--- src/rtl/breakout_pkg.sv ---
// Shared types and default constants for the breakout game controller.
package breakout_pkg;

  typedef enum logic [2:0] {
    ST_IDLE   = 3'd0,
    ST_SERVE  = 3'd1,
    ST_PLAY   = 3'd2,
    ST_PAUSED = 3'd3,
    ST_MISS   = 3'd4,
    ST_LOST   = 3'd5,
    ST_WON    = 3'd6
  } state_e;

  localparam int unsigned LIVES_W          = 4;
  localparam int unsigned MOVE_DIV_DEF     = 4;
  localparam int unsigned SERVE_CYCLES_DEF = 16;
  localparam int unsigned LIVES_INIT_DEF   = 3;

  // Counter width for a modulus of n; at least one bit so n=1 still elaborates.
  function automatic int unsigned cnt_width(input int unsigned n);
    return (n > 1) ? $clog2(n) : 1;
  endfunction

endpackage

--- src/rtl/move_tick_gen.sv ---
// Paddle move-rate divider: counts 0..DIV-1 while run is high, holds otherwise.
module move_tick_gen
  import breakout_pkg::*;
#(
  parameter int unsigned DIV = MOVE_DIV_DEF
) (
  input  logic clk,
  input  logic reset,
  input  logic run,
  input  logic clr,
  output logic tc
);

  localparam int unsigned W = cnt_width(DIV);
  localparam logic [W-1:0] LAST = W'(DIV - 1);

  logic [W-1:0] cnt_q, cnt_d;

  always_comb begin
    cnt_d = cnt_q;
    tc    = run && (cnt_q == LAST);
    if (clr) begin
      cnt_d = '0;
    end else if (run) begin
      cnt_d = (cnt_q == LAST) ? '0 : cnt_q + 1'b1;
    end
  end

  always_ff @(posedge clk) begin
    if (reset) cnt_q <= '0;
    else       cnt_q <= cnt_d;
  end

endmodule

--- src/rtl/breakout_game_ctrl.sv ---
// Game sequencer for the paddle/ball datapath: states, lives, serve countdown, move strobes.
// Define AUTO_SERVE_EN to launch the ball automatically when the serve countdown expires.
//
// state  | meaning
// IDLE   | waiting for first start
// SERVE  | paddle recentred, countdown running, waiting to launch
// PLAY   | ball in motion, paddle moves enabled
// PAUSED | play frozen, move divider held
// MISS   | one cycle: consume a life
// LOST   | no lives left, waiting for start
// WON    | all bricks cleared, waiting for start
module breakout_game_ctrl
  import breakout_pkg::*;
#(
  parameter int unsigned MOVE_DIV     = MOVE_DIV_DEF,
  parameter int unsigned SERVE_CYCLES = SERVE_CYCLES_DEF,
  parameter int unsigned LIVES_INIT   = LIVES_INIT_DEF
) (
  input  logic               clk,
  input  logic               reset,
  input  logic               btn_left,
  input  logic               btn_right,
  input  logic               start_p,
  input  logic               pause_p,
  input  logic               miss_p,
  input  logic               cleared_p,
  output logic               move_left,
  output logic               move_right,
  output logic               paddle_pause,
  output logic               paddle_recentre,
  output logic               ball_launch,
  output logic [LIVES_W-1:0] lives,
  output logic [2:0]         state,
  output logic               game_over,
  output logic               win
);

  localparam int unsigned CW = cnt_width(SERVE_CYCLES);
  localparam logic [CW-1:0]      CD_LOAD = CW'(SERVE_CYCLES - 1);
  localparam logic [LIVES_W-1:0] LV_LOAD = LIVES_W'(LIVES_INIT);

  state_e             state_q, state_d;
  logic [LIVES_W-1:0] lives_q, lives_d;
  logic [CW-1:0]      cd_q, cd_d;
  logic               pause_q, pause_d;
  logic               recentre_q, recentre_d;
  logic               launch_q, launch_d;
  logic               left_q, left_d;
  logic               right_q, right_d;
  logic               over_q, over_d;
  logic               win_q, win_d;
  logic               tick_tc;
  logic               serve_entry;
  logic               play_hold;

  move_tick_gen #(.DIV(MOVE_DIV)) u_tick (
    .clk   (clk),
    .reset (reset),
    .run   (state_q == ST_PLAY),
    .clr   (launch_d),
    .tc    (tick_tc)
  );

  always_comb begin
    state_d  = state_q;
    lives_d  = lives_q;
    cd_d     = cd_q;
    launch_d = 1'b0;

    case (state_q)
      ST_IDLE: begin
        if (start_p) begin
          state_d = ST_SERVE;
          lives_d = LV_LOAD;
        end
      end
      ST_SERVE: begin
`ifdef AUTO_SERVE_EN
        launch_d = (cd_q == '0);
`else
        launch_d = (cd_q == '0) && start_p;
`endif
        if (launch_d)        state_d = ST_PLAY;
        else if (cd_q != '0) cd_d = cd_q - 1'b1;
      end
      ST_PLAY: begin
        if (cleared_p)    state_d = ST_WON;
        else if (miss_p)  state_d = ST_MISS;
        else if (pause_p) state_d = ST_PAUSED;
      end
      ST_PAUSED: begin
        if (pause_p) state_d = ST_PLAY;
      end
      ST_MISS: begin
        if (lives_q != '0) lives_d = lives_q - 1'b1;
        state_d = (lives_q <= LIVES_W'(1)) ? ST_LOST : ST_SERVE;
      end
      ST_LOST, ST_WON: begin
        if (start_p) begin
          state_d = ST_SERVE;
          lives_d = LV_LOAD;
        end
      end
      default: state_d = ST_IDLE;
    endcase

    serve_entry = (state_d == ST_SERVE) && (state_q != ST_SERVE);
    if (serve_entry) cd_d = CD_LOAD;

    // Strobe only when PLAY persists, so no strobe lands in a state being entered.
    play_hold  = (state_q == ST_PLAY) && (state_d == ST_PLAY);
    left_d     = play_hold && tick_tc && btn_left && !btn_right;
    right_d    = play_hold && tick_tc && btn_right && !btn_left;
    pause_d    = (state_q != ST_PLAY);
    recentre_d = serve_entry;
    over_d     = (state_d == ST_LOST) || (state_d == ST_WON);
    win_d      = (state_d == ST_WON);
  end

  always_ff @(posedge clk) begin
    if (reset) begin
      state_q    <= ST_IDLE;
      lives_q    <= '0;
      cd_q       <= '0;
      pause_q    <= 1'b1;
      recentre_q <= 1'b0;
      launch_q   <= 1'b0;
      left_q     <= 1'b0;
      right_q    <= 1'b0;
      over_q     <= 1'b0;
      win_q      <= 1'b0;
    end else begin
      state_q    <= state_d;
      lives_q    <= lives_d;
      cd_q       <= cd_d;
      pause_q    <= pause_d;
      recentre_q <= recentre_d;
      launch_q   <= launch_d;
      left_q     <= left_d;
      right_q    <= right_d;
      over_q     <= over_d;
      win_q      <= win_d;
    end
  end

  assign state           = state_q;
  assign lives           = lives_q;
  assign paddle_pause    = pause_q;
  assign paddle_recentre = recentre_q;
  assign ball_launch     = launch_q;
  assign move_left       = left_q;
  assign move_right      = right_q;
  assign game_over       = over_q;
  assign win             = win_q;

endmodule

--- config.mk ---
export PLATFORM = sky130hd
export DESIGN_NAME = breakout_game_ctrl
export DESIGN_NICKNAME = d
export VERILOG_FILES = /design/src/rtl/breakout_pkg.sv /design/src/rtl/move_tick_gen.sv /design/src/rtl/breakout_game_ctrl.sv
export SDC_FILE = /design/constraint.sdc
export NUM_CORES = 1
export LEC_CHECK = 0
export CAP_MARGIN = 30
export CORE_AREA = 2 2 43 55
export CTS_BUF_LIST = sky130_fd_sc_hd__clkbuf_4
export DETAILED_ROUTE_END_ITERATION = 16
export DIE_AREA = 0 0 45 57
export PLACE_DENSITY = 0.79
export SYNTH_ARGS = -nofsm -noshare
export SYNTH_HDL_FRONTEND = slang
export SYNTH_SLANG_ARGS = --single-unit
--- constraint.sdc ---
create_clock -name clk -period 2.3 [get_ports clk]
set_clock_uncertainty 0.15 [all_clocks]
set_input_delay 0.23 -clock clk [delete_from_list [all_inputs] [get_ports clk]]
set_output_delay 0.23 -clock clk [all_outputs]
set_load 0.005 [all_outputs]
After elaboration in Yosys (flattened, before gate mapping)

Index checks and enable logic that the tools add are counted.

Add/sub/neg operators: 3
Magnitude comparators: 1
Equality and inequality tests: 16
Muxes and demuxes: 17
Reductions and logical operators: 23

Operator list:

| cell                                                           | number |
|---|---|
| two-way mux 4 bit                                              | 6 |
| two-way mux 3 bit                                              | 7 |
| equality test 3 bit, second input constant                     | 5 |
| one-hot mux 3 bit (5 select lines)                             | 1 |
| equality test 3 x 2 -> 1 bit, second input constant            | 3 |
| logical AND 1 bit                                              | 9 |
| one-hot mux 4 bit (2 select lines)                             | 1 |
| nonzero test 4 bit                                             | 2 |
| subtractor 4 x 1 -> 4 bit, second input constant               | 2 |
| equality test 3 x 1 -> 1 bit, second input constant            | 2 |
| AND reduction 3 bit                                            | 2 |
| nonzero test 2 bit                                             | 3 |
| less-or-equal comparator 4 x 1 -> 1 bit, second input constant | 1 |
| zero test 4 bit                                                | 1 |
| != test 2 bit, second input constant                           | 2 |
| zero test 3 bit                                                | 1 |
| != test 3 x 1 -> 1 bit, second input constant                  | 1 |
| != test 3 x 2 -> 1 bit, second input constant                  | 1 |
| OR reduction 3 bit                                             | 1 |
| adder 2 x 1 -> 2 bit, second input constant                    | 1 |
| equality test 2 bit, second input constant                     | 1 |
| zero test 1 bit                                                | 2 |
| two-way mux 2 bit                                              | 1 |
| != test 2 x 1 -> 1 bit, second input constant                  | 1 |
| other kinds (3)                                                | 3 |

Flip-flop bits (word level): 20
Input port bits: 8
Logic and storage cells: 71

Longest topological paths before layout

Depth in word-level cells: 9
Gate-level depth with buffers: 7
Depth with buffers taken out: 7

Hierarchy

From an unflattened synthesis, not the netlist that was laid out.

Cell total of the unflattened synthesis: 120
Area, all modules: 1081.0 um^2

Modules (own cells, without submodules):

| module             | instances | cells an instance | area an instance (um^2) | sequential area each (um^2) |
|---|---|---|---|---|
| breakout_game_ctrl | 1         | 111               | 979.7                   | 360.3 |
| move_tick_gen      | 1         | 9                 | 101.3                   | 40.0 |

Worst setup path after synthesis

No wires, ideal clock.

Path kind: flip-flop to flip-flop
Start: register cd_q[0]
End: register left_q (netlist: move_left)
Arrival time: 1429 ps
Required time: 2032 ps
Path slack: 604 ps
Stages on the path, launching flop included: 8
Path buffers: 0
Period minus slack after synthesis: 1696 ps
Cell sequence: dfxtp_1 > inv_1 > ha_1 > nor3b_1 > and3_1 > a211oi_1 > nand4bb_1 > nor3b_1

Cells in the longest elaborated chain, start to end: 9

Ends and longest elaborated chain:

| element                            | line                      | text |
|---|---|---|
| from (decl)                        | breakout_game_ctrl.sv:44  | `logic [CW-1:0] cd_q, cd_d;` |
| from (signal assigned)             | breakout_game_ctrl.sv:124 | `cd_q <= '0;` |
| from (signal assigned)             | breakout_game_ctrl.sv:135 | `cd_q <= cd_d;` |
| zero test 4 bit                    | breakout_game_ctrl.sv:81  | `launch_d = (cd_q == '0) && start_p;` |
| logical AND 1 bit                  | breakout_game_ctrl.sv:81  |  |
| two-way mux 3 bit                  | breakout_game_ctrl.sv:83  | `if (launch_d) state_d = ST_PLAY;` |
| one-hot mux 3 bit (5 select lines) | breakout_game_ctrl.sv:70  | `case (state_q)` |
| equality test 3 x 2 -> 1 bit       | breakout_game_ctrl.sv:111 | `play_hold = (state_q == ST_PLAY) && (state_d == ST_PLAY);` |
| logical AND 1 bit                  | breakout_game_ctrl.sv:111 |  |
| logical AND 1 bit (3 in a row)     | breakout_game_ctrl.sv:112 | `left_d = play_hold && tick_tc && btn_left && !btn_right;` |
| to (signal assigned)               | breakout_game_ctrl.sv:139 | `left_q <= left_d;` |
| to (decl)                          | breakout_game_ctrl.sv:48  | `logic left_q, left_d;` |

Every way passes these cells.
A chain may end at the register's enable or synchronous reset.

Final worst setup path

Start: register state_q[2] (netlist: state[2])
End: register left_q (netlist: move_left)

Cells in the longest elaborated chain, start to end: 9
Elaborated cells on any way between the ends: 21

Ends and longest elaborated chain:

| element                            | line                      | text |
|---|---|---|
| from (decl)                        | breakout_game_ctrl.sv:42  | `state_e state_q, state_d;` |
| from (signal assigned)             | breakout_game_ctrl.sv:133 | `state_q <= state_d;` |
| two-way mux 3 bit                  | breakout_game_ctrl.sv:89  | `else if (pause_p) state_d = ST_PAUSED;` |
| two-way mux 3 bit                  | breakout_game_ctrl.sv:88  | `else if (miss_p) state_d = ST_MISS;` |
| two-way mux 3 bit                  | breakout_game_ctrl.sv:87  | `if (cleared_p) state_d = ST_WON;` |
| one-hot mux 3 bit (5 select lines) | breakout_game_ctrl.sv:70  |  |
| equality test 3 x 2 -> 1 bit       | breakout_game_ctrl.sv:111 |  |
| logical AND 1 bit                  | breakout_game_ctrl.sv:111 |  |
| logical AND 1 bit * (3 in a row)   | breakout_game_ctrl.sv:112 |  |

Every way passes the cells marked *; elsewhere a longest branch is shown, timed or not.

==> metrics.md <==
| Metric | Value |
|---|---|
| Max Cap Violations | `0` |
| Syn nets | `129` |
| Status | `completed` |
| # clock sinks | `20` |
| Delay-heaviest family, CP | `simple AND/OR/NAND/NOR gates` |
| EDFF count, synth | `0` |
| Routed via count | `894` |
| Leakage | `0.504 nW` |
| Crit Path Max Fanout | `17` |
| Slew @ Worst Pin | `between 0.5 and 0.6 ns` |
| Setup violations, final | `0` |
| Average wire per standard cell | `13.1 µm` |
| RSZ-0062 raised after global routing | `false` |
| Synth top area share | `38.7%` |
| Clk buf depth | `2` |
| CTS Hold Bufs | `0` |
| PostCTS Resize Cnt | `0` |
| GPL Wtd Cong | `0.795` |
| CP max stage delay | `roughly 0.66 ns` |
| Compound-Gate Fraction of Synth Area | `16.9%` |
| Synth area leader | `dfxtp_1` |
| FF+latch count, synth | `20` |
| Final worst-path cycle share | `86.9%` |
| CTS buffer count | `3` |
| Crit-path slowest cell | `dfxtp_1` |
| TritonCTS clock tree | `done` |
| Largest net degree at the start of global routing | `18` |
| Area added between synthesis and finish | `27.0%` |
| FP Rows | `19` |
| HPWL after DPL | `1.60 mm` |
| Mux cell area share after synthesis | `less than 1%` |
| Synth warn | `0` |
| Crit path DAT | `2.06 ns` |
| Crit-path cells | `nor3b_1 -> and3_1 -> a211oi_1 -> nand4bb_1 -> nor3b_1` |
| Die Height | `around 57 µm` |
| Die width | `45 µm` |
| Die area | `2570 µm²` |
| Util after Layout | `62.7%` |
| Worst vdd ir | `0.610 mV` |
| Setup bufs post-CTS | `0` |
| Starting Density | `just under 50%` |
| Synth Cell Area | `just over 1000 µm²` |
| Wire length of the first global-routing pass | `3.69 mm` |
| Main combinational cell family by area after synthesis | `simple AND/OR/NAND/NOR gates` |
| HP Class | `primary input to flip-flop` |
| All-Layer GR Usage | `19.2%` |
| Number of global-route vias before repair | `between 800 and 900` |
| Synth unique cells | `38` |
| Total grt overflow | `0` |
| Core area | `approximately 2100 µm²` |
| Cell Count, Final, Fillers Out | `159` |
| Routed vias/inst | `5.62` |
| Xor and xnor area share after synthesis | `4.24%` |
| PortBufs | `21` |
| Final hold violation count | `0` |
| Gate Count Post-Synth | `115` |
| Dominant synthesized flop cell | `dfxtp_1` |
| Rel. slew slack | `65.6%` |
| Share of layout cells above drive strength 1 | `7.25%` |
| DRT iter0 DRCs | `19` |
| H-Tree Depth | `1` |
| Final net count | `153` |
| Setup TNS Final | `0 ns` |
| Synth Area in Adders | `7.26%` |
| Post-synthesis sequential area ratio | `38.7%` |
| Worst-skew pair later-pin latency | `slightly above 0.3 ns` |
| Total Routed Length | `approximately 2.1 mm` |
| Root Buffer | `clkbuf_4` |
| Max Clock Freq | `500 MHz` |
| Syn_area_per_cell | `8.99 µm²` |
| Synth area leaders | `dfxtp_1 (39%), ha_1 (7.3%), o21ai_0 (3.9%)` |
| Pins Over Slew Limit | `0` |
| Ys async rst share | `0%` |
| CP endpoint kind | `flip-flop` |
| Tmin final | `around 2.0 ns` |
| Post-Synth Simple-Gate Area | `26.9%` |
| Antenna violations before repair | `0` |
| Initial DRT Pass Iterations | `4` |
| Crit path buf inv count | `0` |
| Crit Path Category | `flip-flop to flip-flop` |
| Critical Path RT | `2.36 ns` |
| Pwr Density | `834 nW/µm²` |
| Drt drc | `0` |
| Inst Count DP | `155` |
| I/O pin total | `22` |
| # diodes | `0` |
| Worst setup SP type | `flip-flop` |
| Final ANT Viol Nets | `0` |
| Worst-path clk slew | `between 0.1 and 0.15 ns` |
| Reg2Reg Setup Slack | `between 0.3 and 0.4 ns` |
| CP dominant cell by count | `nor3b_1` |
[sequential cells by signal, summed over array words and instances, names as in the netlist]
register and count:
paddle_pause 1, move_right 1, game_over 1, ball_launch 1, lives 4, paddle_recentre 1, u_tick.cnt_q 2, cd_q 4
state 3, move_left 1, win 1
[where the power goes]
| part | leakage [nW] | switching [mW] | internal (mW) |
|---|---|---|---|
| combinational | 0.312 | 0.167 | 0.177 |
| clock | 0.0279 | 0.113 | 0.176 |
| sequential | 0.164 | 0.0569 | 0.405 |
| total | 0.504 | 0.337 | 0.758 |
[metrics by stage]
stage | hold WS, ns | instance area (µm²) | worst slack [ns] | power [mW]
finish | 0.326 | 1310 | 0.302 | 1.10
global route | 0.323 | 1310 | 0.0734 | 1.18
CTS | 0.328 | 1310 | 0.303 | 1.10
detailed placement | 0.344 | 1260 | 0.206 | 0.815
global placement | 0.335 | 1260 | 0.270 | 0.803
floorplan | 0.152 | 1030 | 0.604 | 0.703
[final cells by class]
| class | instances | area (µm²) |
|---|---|---|
| fill | 196 | 779 |
| multi-input combinational | 84 | 582 |
| inverter | 7 | 26.3 |
| timing repair buffer | 23 | 225 |
| clock buffer | 3 | 22.5 |
| tap | 21 | 26.3 |
| clock inverter | 1 | 30.0 |
| sequential | 20 | 400 |
[layout by cell type, fill, tap and decap left out, types with 2 or more instances in the layout]
cell type        instances
a21oi_1                  6
nor3_1                   5
nand3b_1                 2
xor2_1                   4
dfxtp_1                 20
inv_1                    7
and3_1                   3
nand2b_1                 2
nand4_1                  2
buf_4                    2
a211oi_1                 3
nor2b_1                  4
clkdlybuf4s50_1         21
nor2_1                   8
clkbuf_4                 3
nor3b_1                  5
nand3_1                  2
o21ai_0                  8
ha_1                     6
nand2_1                  6
[cell usage after synthesis, types with 2 or more instances]
library cell and instances:
nand2b_1 2, nand3_1 2, ha_1 6, a21oi_1 6
o21ai_0 8, and3_1 3, nand2_1 6, nand3b_1 2
dfxtp_1 20, nor2_1 8, inv_1 7, nor2b_1 4
xor2_1 4, nor3_1 5, buf_2 2, a211oi_1 3
nand4_1 2, nor3b_1 5
[cell families (layout without fill, tap and decap cells)]
kind of cell / after synthesis / after routing
AND/OR/NAND/NOR: 46 / 46
AO/OA/AOI/OAI: 26 / 26
adder cells (fa/ha/maj): 6 / 6
XOR/XNOR: 5 / 5
flip-flops: 20 / 20
buffers and inverters: 11 / 34
multiplexers: 1 / 1
[per-layer routing]
metal	track usage, %	up-vias	share of wire [%]
li1	-	463	-
met1	24.3	410	43
met2	31.6	17	52
met3	3.16	4	3.6
met4	7.98	0	1.4
met5	0	-	0
[final timing paths]
kind / start / endpoint / cells after the start
setup / recovery: state[2] / move_left / 5
hold / removal: btn_left / move_right / 2
setup reg to reg: state[2] / move_left / 5
hold reg to reg: lives[3] / lives[3] / 2
No activity file was read; power rests on OpenSTA's default activity.
